--- src/rtl/moore_pattern_tx_pkg.sv ---
// Shared state encoding and counter-width helpers for the pattern transmitter.
package moore_pattern_tx_pkg;

  typedef enum logic [1:0] {
    ST_IDLE  = 2'd0,
    ST_SHIFT = 2'd1,
    ST_GAP   = 2'd2,
    ST_DONE  = 2'd3
  } state_t;

  // Ceiling log2; clog2(1) = 0.
  function automatic int unsigned clog2(input int unsigned v);
    int unsigned r;
    r = 0;
    for (int unsigned i = 0; i < 32; i++) begin
      if ((32'd1 << i) < v) r = i + 1;
    end
    return r;
  endfunction

  // Bits needed for a down-counter holding n-1, never less than one.
  function automatic int unsigned cnt_w(input int unsigned n);
    return (clog2(n) < 1) ? 1 : clog2(n);
  endfunction

endpackage

--- src/rtl/moore_pattern_tx_piso_shift_reg.sv ---
// Parallel-load, shift-left register exposing its MSB; load wins over shift.
module piso_shift_reg #(
  parameter int unsigned WIDTH = 8
) (
  input  logic             clk,
  input  logic             R,
  input  logic             load,
  input  logic             shift,
  input  logic [WIDTH-1:0] d,
  output logic             msb
);

  logic [WIDTH-1:0] sr;

  // Register contents: reset, parallel load, or shift toward the MSB.
  always_ff @(posedge clk) begin
    if (R) begin
      sr <= '0;
    end else if (load) begin
      sr <= d;
    end else if (shift) begin
      sr <= {sr[WIDTH-2:0], 1'b0};
    end
  end

  assign msb = sr[WIDTH-1];

endmodule

--- src/rtl/moore_pattern_tx.sv ---
// Serial pattern transmitter: sends a captured pattern MSB-first, optionally
// repeated with idle gaps, with registered Moore-style status outputs.
module moore_pattern_tx
  import moore_pattern_tx_pkg::*;
#(
  parameter int unsigned WIDTH = 8,
  parameter int unsigned REP_W = 4,
  parameter int unsigned GAP   = 1
) (
  input  logic             clk,
  input  logic             R,
  input  logic             start,
  input  logic [WIDTH-1:0] pattern,
  input  logic [REP_W-1:0] repeat_n,
  output logic             out,
  output logic             valid,
  output logic             busy,
  output logic             done
);

  localparam int unsigned BIT_W = cnt_w(WIDTH);
  localparam int unsigned GAP_W = cnt_w(GAP);

  state_t           state, state_n;
  logic [BIT_W-1:0] bit_cnt, bit_cnt_n;
  logic [GAP_W-1:0] gap_cnt, gap_cnt_n;
  logic [REP_W-1:0] rep_left, rep_left_n;
  logic [WIDTH-1:0] shadow, shadow_n;
  logic             load, shift;
  logic [WIDTH-1:0] load_d;
  logic             msb;

  piso_shift_reg #(.WIDTH(WIDTH)) u_piso (
    .clk   (clk),
    .R     (R),
    .load  (load),
    .shift (shift),
    .d     (load_d),
    .msb   (msb)
  );

  // Next-state, counter updates and shift-register control.
  always_comb begin
    state_n    = state;
    bit_cnt_n  = bit_cnt;
    gap_cnt_n  = gap_cnt;
    rep_left_n = rep_left;
    shadow_n   = shadow;
    load       = 1'b0;
    shift      = 1'b0;
    load_d     = shadow;
    case (state)
      ST_IDLE: begin
        if (start) begin
          shadow_n   = pattern;
          load       = 1'b1;
          load_d     = pattern;
          rep_left_n = (repeat_n == '0) ? REP_W'(1) : repeat_n;
          bit_cnt_n  = BIT_W'(WIDTH - 1);
          state_n    = ST_SHIFT;
        end
      end
      ST_SHIFT: begin
        shift = 1'b1;
        if (bit_cnt == '0) begin
          if (rep_left > REP_W'(1)) begin
            // Reload from the shadow copy; load overrides the shift this edge.
            rep_left_n = rep_left - REP_W'(1);
            load       = 1'b1;
            if (GAP == 0) begin
              bit_cnt_n = BIT_W'(WIDTH - 1);
            end else begin
              gap_cnt_n = GAP_W'(GAP - 1);
              state_n   = ST_GAP;
            end
          end else begin
            state_n = ST_DONE;
          end
        end else begin
          bit_cnt_n = bit_cnt - BIT_W'(1);
        end
      end
      ST_GAP: begin
        if (gap_cnt == '0) begin
          bit_cnt_n = BIT_W'(WIDTH - 1);
          state_n   = ST_SHIFT;
        end else begin
          gap_cnt_n = gap_cnt - GAP_W'(1);
        end
      end
      ST_DONE: begin
        state_n = ST_IDLE;
      end
      default: begin
        state_n = ST_IDLE;
      end
    endcase
  end

  // State, counters and status flags; flags are registered from the next state.
  always_ff @(posedge clk) begin
    if (R) begin
      state    <= ST_IDLE;
      bit_cnt  <= '0;
      gap_cnt  <= '0;
      rep_left <= '0;
      shadow   <= '0;
      valid    <= 1'b0;
      busy     <= 1'b0;
      done     <= 1'b0;
    end else begin
      state    <= state_n;
      bit_cnt  <= bit_cnt_n;
      gap_cnt  <= gap_cnt_n;
      rep_left <= rep_left_n;
      shadow   <= shadow_n;
      valid    <= (state_n == ST_SHIFT);
      busy     <= (state_n == ST_SHIFT) || (state_n == ST_GAP);
      done     <= (state_n == ST_DONE);
    end
  end

  // Both operands are flops, so out only moves on clock edges and is 0 off-SHIFT.
  assign out = valid & msb;

endmodule

--- config.mk ---
export PLATFORM = sky130hd
export DESIGN_NAME = moore_pattern_tx
export DESIGN_NICKNAME = d
export VERILOG_FILES = /design/src/rtl/moore_pattern_tx_pkg.sv /design/src/rtl/moore_pattern_tx_piso_shift_reg.sv /design/src/rtl/moore_pattern_tx.sv
export SDC_FILE = /design/constraint.sdc
export NUM_CORES = 1
export LEC_CHECK = 0
export ABC_AREA = 1
export CAP_MARGIN = 20
export CORE_MARGIN = 3
export CORE_UTILIZATION = 40
export DETAILED_ROUTE_END_ITERATION = 7
export HOLD_SLACK_MARGIN = 0.02
export SKIP_CTS_REPAIR_TIMING = 1
export SYNTH_ARGS = -nofsm -noshare
export SYNTH_HDL_FRONTEND = slang
export SYNTH_SLANG_ARGS = --single-unit
--- constraint.sdc ---
create_clock -name clk -period 3.5 [get_ports clk]
set_input_delay 1.05 -clock clk [delete_from_list [all_inputs] [get_ports clk]]
set_output_delay 1.05 -clock clk [all_outputs]
set_load 0.01 [all_outputs]
; ---- Word-level counts from Yosys, hierarchy flattened
; Cells that the tools add are included.
; Widths: inputs -> output; s select.
[classes]
addsub = 3
n_lt_le_gt_ge = 1
eq_ne = 11
mux = 27
bitwise_logic = 1
n_reduce_logical = 11
[op_table]
columns = cell, count
row1 = $mux 8, 4
row2 = $mux 4, 4
row3 = $ne 2x2->1 const B, 5
row4 = $mux 3, 3
row5 = $pmux 3 s3, 1
row6 = $eq 2x2->1 const B, 4
row7 = $mux 1, 8
row8 = $pmux 2 s4, 1
row9 = $pmux 4 s2, 1
row10 = $reduce_and 4->1, 2
row11 = $mux 2, 3
row12 = $reduce_bool 2->1, 3
row13 = $eq 2x1->1 const B, 2
row14 = $gt 4x1->1 const B, 1
row15 = $logic_not 4->1, 1
row16 = $pmux 1 s2, 2
row17 = $sub 4x1->4 const B, 1
row18 = $logic_not 3->1, 1
row19 = $reduce_and 3->1, 1
row20 = $reduce_bool 3->1, 1
row21 = $sub 3x1->3 const B, 1
row22 = $logic_not 2->1, 1
row23 = $and 1x1->1, 1
row24 = $logic_or 1x1->1, 1
row25 = $sub 1x1->1 const B, 1
[totals]
register_bits = 29
input_bits = 15
output_inout_bits = 4
wordCells = 63

; ---- Depth between registers and ports, before layout
[logic_depth]
word_depth = 6
depth_mapped = 12
depth_no_buf = 11

; ---- By module
; From an unflattened synthesis, not the netlist that was laid out.
[hier_totals]
hier_cells = 200
hier_area_um2 = 1425.1
[modules_own_cells]
columns = module, n_inst, cells_each, area_each_um2, seq_area_each_um2
row1 = moore_pattern_tx, 1, 140, 1026.0, 400.4
row2 = piso_shift_reg, 1, 60, 399.1, 160.2

; ---- Worst setup path before layout
; No wires, ideal clock.
[synth_timing]
path_type = input -> register
startpoint = input start
endpoint = register busy
setup_ns = 0.126
t_arrival_ns = 1.706
required_time_ns = 3.374
setup_slack_ns = 1.667
stages = 6
path_buffers = 0
cell_sequence = o21bai_1 > nand2_1 > inv_1 > nand2_1 > ha_1 > nor2_1
[synth_between]
elab_chain_cells = 4
word_cells_on_any_way = 5
classes_between = eq/ne: 2 / mux: 2 / reduce/logical: 1
[synth_rtl]
columns = element, line
row1 = start: declaration, moore_pattern_tx.sv:12  ; input logic start,
row2 = $mux 2 *, moore_pattern_tx.sv:54  ; if (start) begin
row3 = $pmux 2 s4 *, moore_pattern_tx.sv:52  ; case (state)
row4 = $eq 2x1->1 or $eq 2x2->1 (tied branches), moore_pattern_tx.sv:118  ; busy <= (state_n == ST_SHIFT) || (state_n == ST_GAP);
row5 = $logic_or 1x1->1 *, moore_pattern_tx.sv:118
row6 = end signal: assignment, moore_pattern_tx.sv:118
row7 = end: declaration, moore_pattern_tx.sv:17  ; output logic busy,
; Every way passes the cells marked *; elsewhere a longest branch is shown, timed or not.
; A chain may end at the register's enable or synchronous reset.

; ---- Worst setup path after layout
[layout_timing]
startpoint = register u_piso.sr[7]
endpoint = output out
[layout_between]
elab_chain_cells = 1
[layout_rtl]
columns = element, line
row1 = start: declaration, moore_pattern_tx_piso_shift_reg.sv:13  ; logic [WIDTH-1:0] sr;
row2 = start signal: assignment, moore_pattern_tx_piso_shift_reg.sv:22  ; sr <= {sr[WIDTH-2:0], 1'b0};
row3 = $and 1x1->1, moore_pattern_tx.sv:124  ; assign out = valid & msb;
row4 = end: declaration, moore_pattern_tx.sv:15  ; output logic out,
; No other way between the ends.

==> impl_results.md <==
* Status: completed
* RSZ-0062 raised after global routing: no
* CTS sink count at 28
* Drt wl/cell at 10.6 µm
* Overflow after GRT at 0
* PnR worst setup slack at 1.10 ns
* H-tree levels at 1
* First-pass GRT wire length at 5090 µm
* CP max FO at 2
* Required time of the critical path at 2.45 ns
* Vias in the first global route at 1217
* Vias per inst at 4.78
* Cell type with the largest total area after synthesis: dfxtp_1
* Leak at 0.805 nW
* Sw Share at 36.8%
* Crit. End Element: primary output
* Width of the die at 65.4 µm
* Fmax at 417 MHz
* Psw at 0.330 mW
* Post-DRT Antenna Nets at 0
* Worst slew margin at 57.6%
* Antenna diode instance count at 0
* HPWL after detailed placement at 2140 µm
* RD Place Congestion at 0.733
* Largest net degree at the start of global routing at 21
* CTS clk-pin slew, worst paths at 0.16 ns
* FFs w/ async S/R, synth at 0%
* Post-synth top flop: dfxtp_1
* DR pass1 iterations at 4
* Synth cell types at 29
* Power Total at 0.897 mW
* Top-count cell post-synth: nand2_1
* Cells on worst reg2reg path at 7
* Layout cell share with drive strength beyond 1 at 10.3%
* Fin crit period at 2.40 ns
* Die area at 4280 µm²
* Startpoint Class: flip-flop
* Register share of total power at 44.9%
* Fillers at 344
* Comb power frac at 37.3%
* Slew Viols, Final at 0
* Via count at 1234
* CORE AREA at 3200 µm²
* Number of port buffers at 18
* DRT iter0 DRCs at 59
* Hold Crit Endpoint: u_piso.sr[4]
* Placed cell area at 1610 µm²
* Synth warn at 0
* Area Overhead vs Synth at 16.6%
* Critical path arrival at 1.35 ns
* Crit Reg-Reg Endpoint: rep_left[0]
* Post-synth top area share at 39.7%
* Setup TNS at 0 ns
* CTS Buf Count at 3
* Layout Skew at 0.0112 ns
* Antenna violations before repair at 0
* Drt drc at 0
* Synth Instances at 196
* Sequential area share after synthesis at 39.7%
* Commonest cells in the synthesized netlist: 49 x nand2_1, 29 x inv_1, 28 x dfxtp_1
* Post-synth EDFFs at 0
* Final Hold Vio Count at 0
* Critical setup path kind: reg2out
* Nets at 236
* Max Root-Sink Buffers at 2
* Height of the chip at 65.4 µm
* Worst slew pin tran at 0.634 ns
* Post-Syn Area at 1410 µm²
* Worst VDD drop at 0.212 mV
* Clock network power share at 17.8%
* Min-Delay Path Class: reg2reg
* Ports at 19
* Core Util, Final at 51.4%
* Clock latency on the worst-skew pair at 0.33 ns
* GRT Util Overall at 14.7%
* Final instance area at 1650 µm²
* Hold wc startpoint: u_piso.sr[4]
* Setup WS pre-CTS at 0.766 ns
* Int Pwr at 0.567 mW
* Post-Route WL at 2740 µm
* Final setup fails at 0
* Pwr/cell area at 545 nW/µm²
* Max Cap Violations at 0
* Tcrit/Tclk final at 68.5%
* Synth top area cells: dfxtp_1 40%, nand2_1 13%, inv_1 7.7%
* Worst reg2reg path startpoint: state[0]
* R2R Setup Slk at 1.77 ns
* Syn nets at 217
* CTS tree: done
* Row Count at 20
* Seq cells post-synth at 28
* Hold path depth at 2
* Initial Utilization at 44.1%
* Clock Tree Root: clkbuf_4
* Syn avg cell area at 7.21 µm²
==> power groups by stage <==
stage               Clock (mW)  Sequential, mW  Combinational (mW)
finish                   0.159           0.403               0.335
global route             0.175           0.411               0.388
global placement             0           0.409               0.329
detailed placement           0           0.411               0.338
floorplan                    0           0.408               0.264
CTS                      0.165           0.403               0.340
==> area by class of cell <==
class,count,area (µm²),area share [%]
Timing Repair Buffer,19,188,11.4
Sequential cell,28,561,34.0
Inverter,33,124,7.52
Clock buffer,4,36.3,2.20
Multi-Input combinational cell,130,683,41.5
Tap cell,44,55.1,3.34
==> per-stage QoR <==
stage                     hold slack [ns]  std cells
after floorplan                     0.426        196
after global placement              0.457        254
after detailed placement            0.451        254
after CTS                           0.478        258
after global routing                0.509        258
final                               0.481        258
==> cells in the final DEF (no fill, tap or decap) <==
| cell type | netlist | layout |
|---|---|---|
| a21oi_1 | 9 | 9 |
| a21oi_2 | 1 | 1 |
| buf_4 | 1 | 1 |
| clkbuf_4 | 0 | 3 |
| clkbuf_8 | 1 | 1 |
| clkdlybuf4s50_1 | 0 | 18 |
| dfxtp_1 | 28 | 28 |
| ha_1 | 6 | 6 |
| inv_1 | 29 | 29 |
| inv_2 | 4 | 4 |
| nand2_1 | 49 | 49 |
| nand2_2 | 2 | 2 |
| nand2_4 | 3 | 3 |
| nand3_1 | 19 | 19 |
| nand3_2 | 1 | 1 |
| nand4_1 | 1 | 1 |
| nor2_1 | 19 | 19 |
| nor2_2 | 1 | 1 |
| nor2_4 | 1 | 1 |
| nor2_8 | 1 | 1 |
| nor3_1 | 1 | 1 |
| o211ai_1 | 1 | 1 |
| o21ai_0 | 9 | 9 |
| o21ai_2 | 2 | 2 |
| o21bai_1 | 1 | 1 |
| o22ai_1 | 1 | 1 |
| or2_2 | 1 | 1 |
| xor2_1 | 1 | 1 |
==> how the worst max path moves through the flow <==
stage	start	end	slack (ns)	cells after the start
2_1_floorplan	start	busy	1.67	6
5_1_grt	start	rep_left[0]	0.95	7
3_3_place_gp	start	u_piso.sr[7]	0.78	6
4_1_cts	u_piso.sr[7]	out	1.10	3
6_report	u_piso.sr[7]	out	1.10	3
3_5_place_dp	start	rep_left[0]	0.77	7
==> flip-flops by register name, summed over array words and instances (netlist names) <==
register / flops
state: 2
busy: 1
u_piso.sr: 8
valid: 1
bit_cnt: 3
done: 1
shadow: 8
rep_left: 4
==> layer usage <==
metal	up-vias	global-route usage (%)	share of wire [%]
met4	0	3.89	0.99
met2	20	24.7	47
met5	-	0	0
li1	649	-	-
met1	561	19.7	48
met3	4	2.05	3.7
==> logic make-up (layout without fill, tap and decap cells) <==
group / Yosys count / in the layout / share of synthesized area (%)
AND/OR/NAND/NOR: 99 / 99 / 32.7
buffers and inverters: 38 / 56 / 12.0
flip-flops: 28 / 28 / 39.7
AO/OA/AOI/OAI: 24 / 24 / 9.74
adder cells (fa/ha/maj): 6 / 6 / 5.31
XOR/XNOR: 1 / 1 / 0.620
==> critical path, stage by stage, from the launching register on <==
cell             delay [ns]
dfxtp_1                0.39
nand2_1                0.06
inv_1                  0.05
clkdlybuf4s50_1        0.52
No activity file was read; power rests on OpenSTA's default activity.
